[src/rtl/ps2_pkg.sv]
// Shared types and constants for the PS/2 receive path: frame FSM states,
// frame layout constants and the odd-parity check.
package ps2_pkg;

    typedef enum logic [1:0] {
        IDLE,
        DATA,
        PARITY,
        STOP
    } ps2_state_e;

    localparam int   DATA_BITS   = 8;
    localparam logic START_LEVEL = 1'b0;
    localparam logic STOP_LEVEL  = 1'b1;

    // A frame is good when the data bits plus the parity bit hold an odd number of ones
    function automatic logic oddParityOk(input logic [DATA_BITS-1:0] data, input logic parity);
        return ^{data, parity};
    endfunction

endpackage

[src/rtl/ps2_byte_fifo.sv]
// Show-ahead synchronous FIFO: the head entry is always presented on popData_o,
// and a pop advances the head at the next clock edge. A push into a full FIFO is
// accepted only when a pop happens in the same cycle.
module ps2_byte_fifo #(
    parameter int DEPTH = 16,
    parameter int WIDTH = 8
) (
    input  logic                       clk,
    input  logic                       rst,
    input  logic                       push_i,
    input  logic [WIDTH-1:0]           pushData_i,
    input  logic                       pop_i,
    output logic [WIDTH-1:0]           popData_o,
    output logic [$clog2(DEPTH+1)-1:0] count_o,
    output logic                       full_o,
    output logic                       empty_o
);

    localparam int AW = $clog2(DEPTH);
    localparam int CW = $clog2(DEPTH + 1);
    localparam logic [CW-1:0] FULL_COUNT = CW'(DEPTH);

    logic [WIDTH-1:0] mem_q [DEPTH];
    logic [AW-1:0]    wrPtr_q;
    logic [AW-1:0]    rdPtr_q;
    logic [CW-1:0]    count_q;
    logic             doPush;
    logic             doPop;

    assign empty_o = (count_q == '0);
    assign full_o  = (count_q == FULL_COUNT);
    assign doPop   = pop_i & ~empty_o;
    assign doPush  = push_i & (~full_o | doPop);

    assign count_o   = count_q;
    assign popData_o = empty_o ? '0 : mem_q[rdPtr_q];

    // Storage array; contents need no reset because the count gates visibility
    always_ff @(posedge clk) begin
        if (!rst && doPush) begin
            mem_q[wrPtr_q] <= pushData_i;
        end
    end

    // Pointers wrap naturally since DEPTH is a power of two; count tracks occupancy
    always_ff @(posedge clk) begin
        if (rst) begin
            wrPtr_q <= '0;
            rdPtr_q <= '0;
            count_q <= '0;
        end else begin
            if (doPush) begin
                wrPtr_q <= wrPtr_q + 1'b1;
            end
            if (doPop) begin
                rdPtr_q <= rdPtr_q + 1'b1;
            end
            case ({doPush, doPop})
                2'b10:   count_q <= count_q + 1'b1;
                2'b01:   count_q <= count_q - 1'b1;
                default: count_q <= count_q;
            endcase
        end
    end

endmodule

[src/rtl/ps2_rx_fifo.sv]
// PS/2 device-to-host receiver: synchronises and deglitches the PS/2 pins,
// decodes 11-bit frames, checks start/parity/stop and buffers good bytes in a
// show-ahead FIFO with sticky error flags for the IO side.
module ps2_rx_fifo
    import ps2_pkg::*;
#(
    parameter int FILTER_LEN     = 4,
    parameter int TIMEOUT_CYCLES = 50000,
    parameter int FIFO_DEPTH     = 16
) (
    input  logic                              clk,
    input  logic                              rst,
    input  logic                              ps2_clk,
    input  logic                              ps2_dat,
    input  logic                              rd_en,
    output logic [7:0]                        rd_data,
    output logic                              rd_valid,
    output logic [$clog2(FIFO_DEPTH+1)-1:0]   fifo_count,
    output logic                              rx_pulse,
    output logic                              parity_err,
    output logic                              frame_err,
    output logic                              overflow,
    input  logic                              err_clr
);

    localparam int TW = $clog2(TIMEOUT_CYCLES + 1);
    localparam logic [3:0]    FILT_LAST    = 4'(FILTER_LEN - 1);
    localparam logic [TW-1:0] TIMEOUT_LAST = TW'(TIMEOUT_CYCLES);
    localparam logic [2:0]    LAST_BIT     = 3'(DATA_BITS - 1);

    logic [1:0]    clkSync_q;
    logic [1:0]    datSync_q;
    logic          syncClk;
    logic          syncDat;

    logic [3:0]    filtCnt_q;
    logic          filtClk_q;
    logic          filtPrev_q;
    logic          fallEdge;

    ps2_state_e    state_q, state_d;
    logic [2:0]    bitIdx_q, bitIdx_d;
    logic [7:0]    shift_q, shift_d;
    logic          parity_q, parity_d;
    logic [TW-1:0] timeout_q, timeout_d;

    logic          pushReq;
    logic          setParity;
    logic          setFrame;
    logic          fifoPop;
    logic          fifoFull;
    logic          fifoEmpty;
    logic          pushDrop;

    logic          rxPulse_q;
    logic          parityErr_q;
    logic          frameErr_q;
    logic          overflow_q;

    assign syncClk  = clkSync_q[1];
    assign syncDat  = datSync_q[1];
    assign fallEdge = filtPrev_q & ~filtClk_q;

    // Two-flop synchronisers for both asynchronous pins, idling high like the bus
    always_ff @(posedge clk) begin
        if (rst) begin
            clkSync_q <= 2'b11;
            datSync_q <= 2'b11;
        end else begin
            clkSync_q <= {clkSync_q[0], ps2_clk};
            datSync_q <= {datSync_q[0], ps2_dat};
        end
    end

    // Filtered clock follows the synchronised clock only after FILTER_LEN stable cycles
    always_ff @(posedge clk) begin
        if (rst) begin
            filtCnt_q  <= '0;
            filtClk_q  <= 1'b1;
            filtPrev_q <= 1'b1;
        end else begin
            filtPrev_q <= filtClk_q;
            if (syncClk == filtClk_q) begin
                filtCnt_q <= '0;
            end else if (filtCnt_q == FILT_LAST) begin
                filtClk_q <= syncClk;
                filtCnt_q <= '0;
            end else begin
                filtCnt_q <= filtCnt_q + 4'd1;
            end
        end
    end

    // Frame FSM state register
    always_ff @(posedge clk) begin
        if (rst) begin
            state_q   <= IDLE;
            bitIdx_q  <= '0;
            shift_q   <= '0;
            parity_q  <= 1'b0;
            timeout_q <= '0;
        end else begin
            state_q   <= state_d;
            bitIdx_q  <= bitIdx_d;
            shift_q   <= shift_d;
            parity_q  <= parity_d;
            timeout_q <= timeout_d;
        end
    end

    // Frame FSM: one step per filtered falling edge, with a stalled-clock abort
    always_comb begin
        state_d   = state_q;
        bitIdx_d  = bitIdx_q;
        shift_d   = shift_q;
        parity_d  = parity_q;
        pushReq   = 1'b0;
        setParity = 1'b0;
        setFrame  = 1'b0;

        if (state_q == IDLE || fallEdge) begin
            timeout_d = '0;
        end else begin
            timeout_d = timeout_q + 1'b1;
        end

        if (state_q != IDLE && timeout_q == TIMEOUT_LAST) begin
            state_d   = IDLE;
            timeout_d = '0;
            setFrame  = 1'b1;
        end else if (fallEdge) begin
            case (state_q)
                IDLE: begin
                    if (syncDat == START_LEVEL) begin
                        state_d  = DATA;
                        bitIdx_d = '0;
                    end
                end
                DATA: begin
                    shift_d  = {syncDat, shift_q[7:1]};
                    bitIdx_d = bitIdx_q + 3'd1;
                    if (bitIdx_q == LAST_BIT) begin
                        state_d = PARITY;
                    end
                end
                PARITY: begin
                    parity_d = syncDat;
                    state_d  = STOP;
                end
                STOP: begin
                    state_d = IDLE;
                    if (syncDat != STOP_LEVEL) begin
                        setFrame = 1'b1;
                    end else if (!oddParityOk(shift_q, parity_q)) begin
                        setParity = 1'b1;
                    end else begin
                        pushReq = 1'b1;
                    end
                end
                default: state_d = IDLE;
            endcase
        end
    end

    assign fifoPop  = rd_en & ~fifoEmpty;
    assign pushDrop = pushReq & fifoFull & ~fifoPop;

    ps2_byte_fifo #(
        .DEPTH (FIFO_DEPTH),
        .WIDTH (8)
    ) u_fifo (
        .clk        (clk),
        .rst        (rst),
        .push_i     (pushReq),
        .pushData_i (shift_q),
        .pop_i      (rd_en),
        .popData_o  (rd_data),
        .count_o    (fifo_count),
        .full_o     (fifoFull),
        .empty_o    (fifoEmpty)
    );

    // Receive strobe and sticky error flags; a set event beats a same-cycle clear
    always_ff @(posedge clk) begin
        if (rst) begin
            rxPulse_q   <= 1'b0;
            parityErr_q <= 1'b0;
            frameErr_q  <= 1'b0;
            overflow_q  <= 1'b0;
        end else begin
            rxPulse_q <= pushReq & ~pushDrop;
            if (setParity) begin
                parityErr_q <= 1'b1;
            end else if (err_clr) begin
                parityErr_q <= 1'b0;
            end
            if (setFrame) begin
                frameErr_q <= 1'b1;
            end else if (err_clr) begin
                frameErr_q <= 1'b0;
            end
            if (pushDrop) begin
                overflow_q <= 1'b1;
            end else if (err_clr) begin
                overflow_q <= 1'b0;
            end
        end
    end

    assign rd_valid   = ~fifoEmpty;
    assign rx_pulse   = rxPulse_q;
    assign parity_err = parityErr_q;
    assign frame_err  = frameErr_q;
    assign overflow   = overflow_q;

endmodule
[config.mk]
export PLATFORM = sky130hd
export DESIGN_NAME = ps2_rx_fifo
export DESIGN_NICKNAME = d
export VERILOG_FILES = /design/src/rtl/ps2_pkg.sv /design/src/rtl/ps2_byte_fifo.sv /design/src/rtl/ps2_rx_fifo.sv
export SDC_FILE = /design/constraint.sdc
export NUM_CORES = 1
export LEC_CHECK = 0
export CAP_MARGIN = 20
export CORE_MARGIN = 2
export CORE_UTILIZATION = 45
export CTS_CLUSTER_SIZE = 30
export DETAILED_ROUTE_END_ITERATION = 16
export SYNTH_ARGS = -nofsm -noshare
export SYNTH_HDL_FRONTEND = slang
export SYNTH_HIERARCHICAL = 1
export SYNTH_SLANG_ARGS = --single-unit
[constraint.sdc]
create_clock -name clk -period 3.4 [get_ports clk]
set_input_delay 0.68 -clock clk [delete_from_list [all_inputs] [get_ports clk]]
set_output_delay 0.68 -clock clk [all_outputs]
set_load 0.01 [all_outputs]
==> summary.txt, run 1 <==
grt ovf - 0
top fanout value on the critical path - 11
Synth area leader - edfxtp_1
M3 GR Usage - 4.08%
Synthesized Nets - 578
crit start category - flip-flop
Core Footprint - 17,400 um2
Root Driver - clkbuf_16
vias in the first global route - 4,629
P_leak - 3.02 nW
Commonest cells post-synth - 128 x edfxtp_1, 61 x dfxtp_1, 32 x mux4_2
top-level I/O count - 24
crit-path most repeated cell - a211oi_1
DR WL/cell - 19.3 um
FMAX - 303 MHz
Setup Fix Bufs, Post-CTS - 0
initial antenna violation count - 0
Rows - 48
initial core utilization - 46.2%
Tot GR Track Use - 18.3%
Top delay family on crit path - buffers and inverters
routability cong. - 0.810
Worst R2R Path Depth - 12
Slew HR - 31.9%
Flop pwr share - 45.1%
Distinct cells, synth - 59
cells along the critical path - buf_4, mux4_2, a211oi_1, a211oi_1, clkdlybuf4s50_1
Final #Nets - 610
Clock Sinks - 189
cts bufs inserted - 17
yosys warns - 6
Net Switching - 1.40 mW
fin crit share - 97.1%
DP HPWL - 10,500 um
clk_lat worst skew - 0.43 ns
register area share after synthesis - 63.1%
Worst path max stage delay - 0.52 ns
endpoints failing setup - 0
combinational share of power - 18.0%
CP Buf/Inv Count - 2
Tmin final - 3.30 ns
DRT iter0 DRCs - 351
Total Routed Length - 15,900 um
CP arrival - 2.62 ns
Die X-Extent - 138 um
Int Power - 4.19 mW
grt met2 use - 29.9%
FF-to-FF End - u_fifo/count_o[4]$_SDFFE_PP0P_
RSZ-0062 raised after global routing - yes
via count - 4,627
P per Cell Area - 607 nW/um2
clock share of power - 36.9%
Stages on worst setup path - 5
Mapped Cells - 554
crit path to - rd_data[5]
CTS Buffer Depth - 2
Placed Instances - 792
clock skew - 0.0136 ns
Post-synth EDFFs - 128
most common cell in the netlist - edfxtp_1
GRT Max-Usage Layer - met2
Yosys reg bits - 189
clock-pin slew on the worst setup and hold paths - 0.07 ns
min-delay worst type - reg2reg
Area contributors post-synth - edfxtp_1 48%, dfxtp_1 15%, mux4_2 9.0%, ha_1 2.7%, xnor2_1 2.1%
diode count - 0
Pwr Total - 5.58 mW
R2R Setup Slk - 0.24 ns
Worst-Margin Slew - 1.02 ns
die area - 18,900 um2
outcome - finished, final reports clean
CP max stage cell - clkdlybuf4s50_1
crit path kind - reg2out
crit end category - output pin
top_reg_cell synth - edfxtp_1
Die Ht - 138 um
Yosys top cell area share - 47.9%
grt met1 use - 24.5%
count of pins over their slew limit - 0
first-pass GRT wire length - 25,300 um
Synth async-reset ratio - 0%
Routed Antenna Nets - 0
sw frac - 25.0%
Post-Synthesis Cell Area - 8020 um2
IO buf count - 23
RR Startpoint - state_q[0]$_SDFFE_PP0P_
H-tree Lvls - 4
Fin. Hold Viols - 0
Hold WS - 0.421 ns
vias per inst - 5.62
synthesized area per cell - 14.5 um2
TritonCTS clock tree - built
largest net degree at the start of global routing - 33
worst vdd rail ir drop - 0.414 mV
DR DRC count - 0
Layout Cells excl Fill - 824
Req. time, crit path - 2.72 ns
Pre-antenna DRT Iters - 5
share of layout cells above drive strength 1 - 18.0%
Area Overhead vs Synth - 14.6%
max-cap viol count - 0
worst min-delay path by stage:
stage                               to  cells after the start                    start  slack [ns]
2_1_floorplan  clkSync_q[1]$_SDFF_PP1_                      1  clkSync_q[0]$_SDFF_PP1_        0.39
3_3_place_gp   datSync_q[1]$_SDFF_PP1_                      1  datSync_q[0]$_SDFF_PP1_        0.40
3_5_place_dp   clkSync_q[1]$_SDFF_PP1_                      1  clkSync_q[0]$_SDFF_PP1_        0.41
4_1_cts        clkSync_q[1]$_SDFF_PP1_                      1  clkSync_q[0]$_SDFF_PP1_        0.43
5_1_grt        datSync_q[1]$_SDFF_PP1_                      1  datSync_q[0]$_SDFF_PP1_        0.43
6_report       clkSync_q[1]$_SDFF_PP1_                      1  clkSync_q[0]$_SDFF_PP1_        0.42
through the flow:
stage           TNS, ns  cell area, um2  util (%)  setup slack, ns
2_1_floorplan         0            8020         -           0.0382
3_3_place_gp          0            8540      49.2            0.323
3_5_place_dp          0            8540      49.2            0.176
4_1_cts               0            9170      52.8           0.0152
5_1_grt        -0.00648            9190      53.0         -0.00648
6_report              0            9190      53.0           0.0992
power groups by stage:
stage / logic (mW) / clock network (mW) / registers [mW]
3_5_place_dp: 1.01 / 0 / 2.57
4_1_cts: 1.01 / 2.11 / 2.52
2_1_floorplan: 0.664 / 0 / 2.54
6_report: 1.00 / 2.06 / 2.52
3_3_place_gp: 0.974 / 0 / 2.56
5_1_grt: 1.08 / 2.19 / 2.52
cell usage in the layout, fill, tap and decap left out, drive strengths merged, types with 17 or more instances in the layout:
master and instances:
inv 21, clkbuf 18, edfxtp 128, nand3 22
nor2 38, buf 19, xnor2 19, clkdlybuf4s50 23
ha 17, a21oi 17, dfxtp 61, o21ai 23
a211oi 18, mux4 32
cell families after synthesis:
logic type / after synthesis / synth area share, %
adders and majority gates: 18 / 2.90
DFF: 189 / 63.1
muxes: 46 / 10.7
buffers and inverters: 49 / 2.95
AOI/OAI and AO/OA: 74 / 5.97
xor gates and xnor gates: 28 / 3.23
and+or+nand+nor: 150 / 11.1
flip-flops by register name, summed over array words and instances (netlist names), 2 cells and up, named ones only:
register        cells
u_fifo/mem_q      128
timeout_q          16
shift_q             8
u_fifo/count_o      5
filtCnt_q           4
u_fifo/rdPtr_q      4
u_fifo/wrPtr_q      4
bitIdx_q            3
clkSync_q           2
datSync_q           2
state_q             2
final cells by class:
| class | instances | area [um2] |
|---|---|---|
| tap | 225 | 282 |
| clock inverter | 14 | 193 |
| inverter | 20 | 75.1 |
| clock buffer | 18 | 429 |
| timing repair buffer | 42 | 405 |
| multi-input combinational | 316 | 2740 |
| sequential | 189 | 5070 |
| fill | 1415 | 8160 |
layer usage:
layer	share of wire [%]	up-vias
li1	-	2165
met1	46	2335
met2	48	107
met3	4.3	20
met4	1.3	0
met5	0	-
what timing repair did:
item | 4_1_cts | 5_1_grt
resized for setup | 1 | 5
endpoints found under the setup margin | 6 | 5
hold buffers | 0 | 0
Power figures use the tool's default switching activity.
==> run 2: changes to the inputs <==
Settings changed: TNS_END_PERCENT from default to 1.
==> results of run 2 <==
Same layout as run 1: the final DEF is identical, and so are final timing and power.
==> run 3: changes to the inputs <==
Settings changed: CAP_MARGIN 20 to 10, PLACE_DENSITY_LB_ADDON from default to 0.08.
==> summary.txt, run 3 (synthesis results as in run 1) <==
outcome - finished, final reports clean
Die Ht - 138 um
crit end category - output pin
Tot GR Track Use - 18.3%
grt ovf - 0
setup_tns - 0 ns
TritonCTS clock tree - built
diode count - 0
via count - 4,573
initial antenna violation count - 0
Root Driver - clkbuf_16
IO buf count - 23
routability cong. - 0.817
clock skew - 0.0104 ns
Setup Fix Bufs, Post-CTS - 0
Clock Sinks - 189
Fin. Hold Viols - 0
hold_buf cts - 0
R2R Setup Slk - 0.24 ns
H-tree Lvls - 4
cts bufs inserted - 17
Routed Antenna Nets - 0
commonest non-fill, non-tap cells in the layout - 128 x edfxtp_1, 59 x dfxtp_1, 32 x mux4_2
largest net degree at the start of global routing - 33
commonest non-fill, non-tap cell in the layout - edfxtp_1
clk_lat worst skew - 0.42 ns
Tmin final - 3.27 ns
vias per inst - 5.55
Req. time, crit path - 2.72 ns
worst vdd rail ir drop - 0.375 mV
Pre-antenna DRT Iters - 4
die area - 18,900 um2
Pwr Total - 5.50 mW
crit path kind - reg2out
Area Overhead vs Synth - 14.3%
DR WL/cell - 19.2 um
Worst-Margin Slew - 1.04 ns
Die X-Extent - 138 um
top-level I/O count - 24
count of pins over their slew limit - 0
Top reg by flops - u_fifo/mem_q
DP HPWL - 10,400 um
P_leak - 3.03 nW
CP arrival - 2.59 ns
DRT iter0 DRCs - 338
DR DRC count - 0
share of layout cells above drive strength 1 - 18.7%
Largest register FFs - 128
fin crit share - 96.2%
first-pass GRT wire length - 25,400 um
CTS Buffer Depth - 2
Slew HR - 30.6%
P per Cell Area - 599 nW/um2
vias in the first global route - 4,657
endpoints failing setup - 0
Rows - 48
fillcell total - 1,452
max-cap viol count - 0
top fanout value on the critical path - 14
Total Routed Length - 15,900 um
min-delay worst type - reg2reg
RSZ-0062 raised after global routing - no
Core Footprint - 17,400 um2
# resized after CTS - 2
FMAX - 306 MHz
clock-pin slew on the worst setup and hold paths - 0.07 ns
post-layout util - 52.9%
Final #Nets - 610
Top Registers - u_fifo/mem_q (128), timeout_q (16), shift_q (8)
initial core utilization - 46.2%
crit start category - flip-flop
## run 3: cell count changes in the layout (fill, tap and decap cells not counted), sizes merged
cell           before  now
inv                21   26
clkdlybuf4s50      23   22
clkinvlp            5    3
dlymetal6s2s        0    1
bufinv              4    2
clkinv              4    3
## run 3: worst paths after layout
kind	to	cells after the start	from
worst max-delay path	rd_data[2]	5	flip-flop
worst min-delay path	datSync_q[1]$_SDFF_PP1_	1	datSync_q[0]$_SDFF_PP1_
worst max register to register	u_fifo/count_o[4]$_SDFFE_PP0P_	11	shift_q[2]$_SDFFE_PP0P_
worst min register to register	datSync_q[1]$_SDFF_PP1_	1	datSync_q[0]$_SDFF_PP1_
## run 3: area by class of cell
class	instances	area (um2)	share of cell area (%)
inverters	20	75.1	0.818
well taps	225	282	3.07
multi-input cells	316	2750	30.0
repair buffers	42	413	4.50
flip-flops and latches	189	5070	55.3
clock inverters	14	156	1.70
clock buffers	18	429	4.68
## run 3: power by group
| group | leakage (nW) | internal [mW] | switching (mW) |
|---|---|---|---|
| combinational | 1.07 | 0.508 | 0.505 |
| clock | 0.281 | 1.10 | 0.868 |
| sequential | 1.68 | 2.46 | 0.0560 |
## run 3: worst max-delay path, stage by stage (launching register included)
cell and delay, ns:
dfxtp_4 0.48, buf_12 0.20, mux4_2 0.52, a211oi_1 0.35, a211oi_1 0.09, clkdlybuf4s50_1 0.52
## run 3: per-layer routing
layer	vias to the layer above	GRT usage, %	routed length, um
li1	2157	-	-
met1	2317	25.1	7440
met2	81	29.5	7670
met3	18	3.68	528
met4	0	6.01	226
met5	-	0	0
## run 3: stage by stage
| stage | area [um2] | hold WS (ns) | cells | setup WS (ns) |
|---|---|---|---|---|
| after global placement | 8560 | 0.404 | 792 | 0.260 |
| final | 9170 | 0.414 | 824 | 0.129 |
| after CTS | 9150 | 0.420 | 824 | 0.0263 |
| after floorplan | 8020 | 0.389 | 554 | 0.0382 |
| after global routing | 9170 | 0.431 | 824 | 0.000854 |
| after detailed placement | 8560 | 0.396 | 792 | 0.190 |
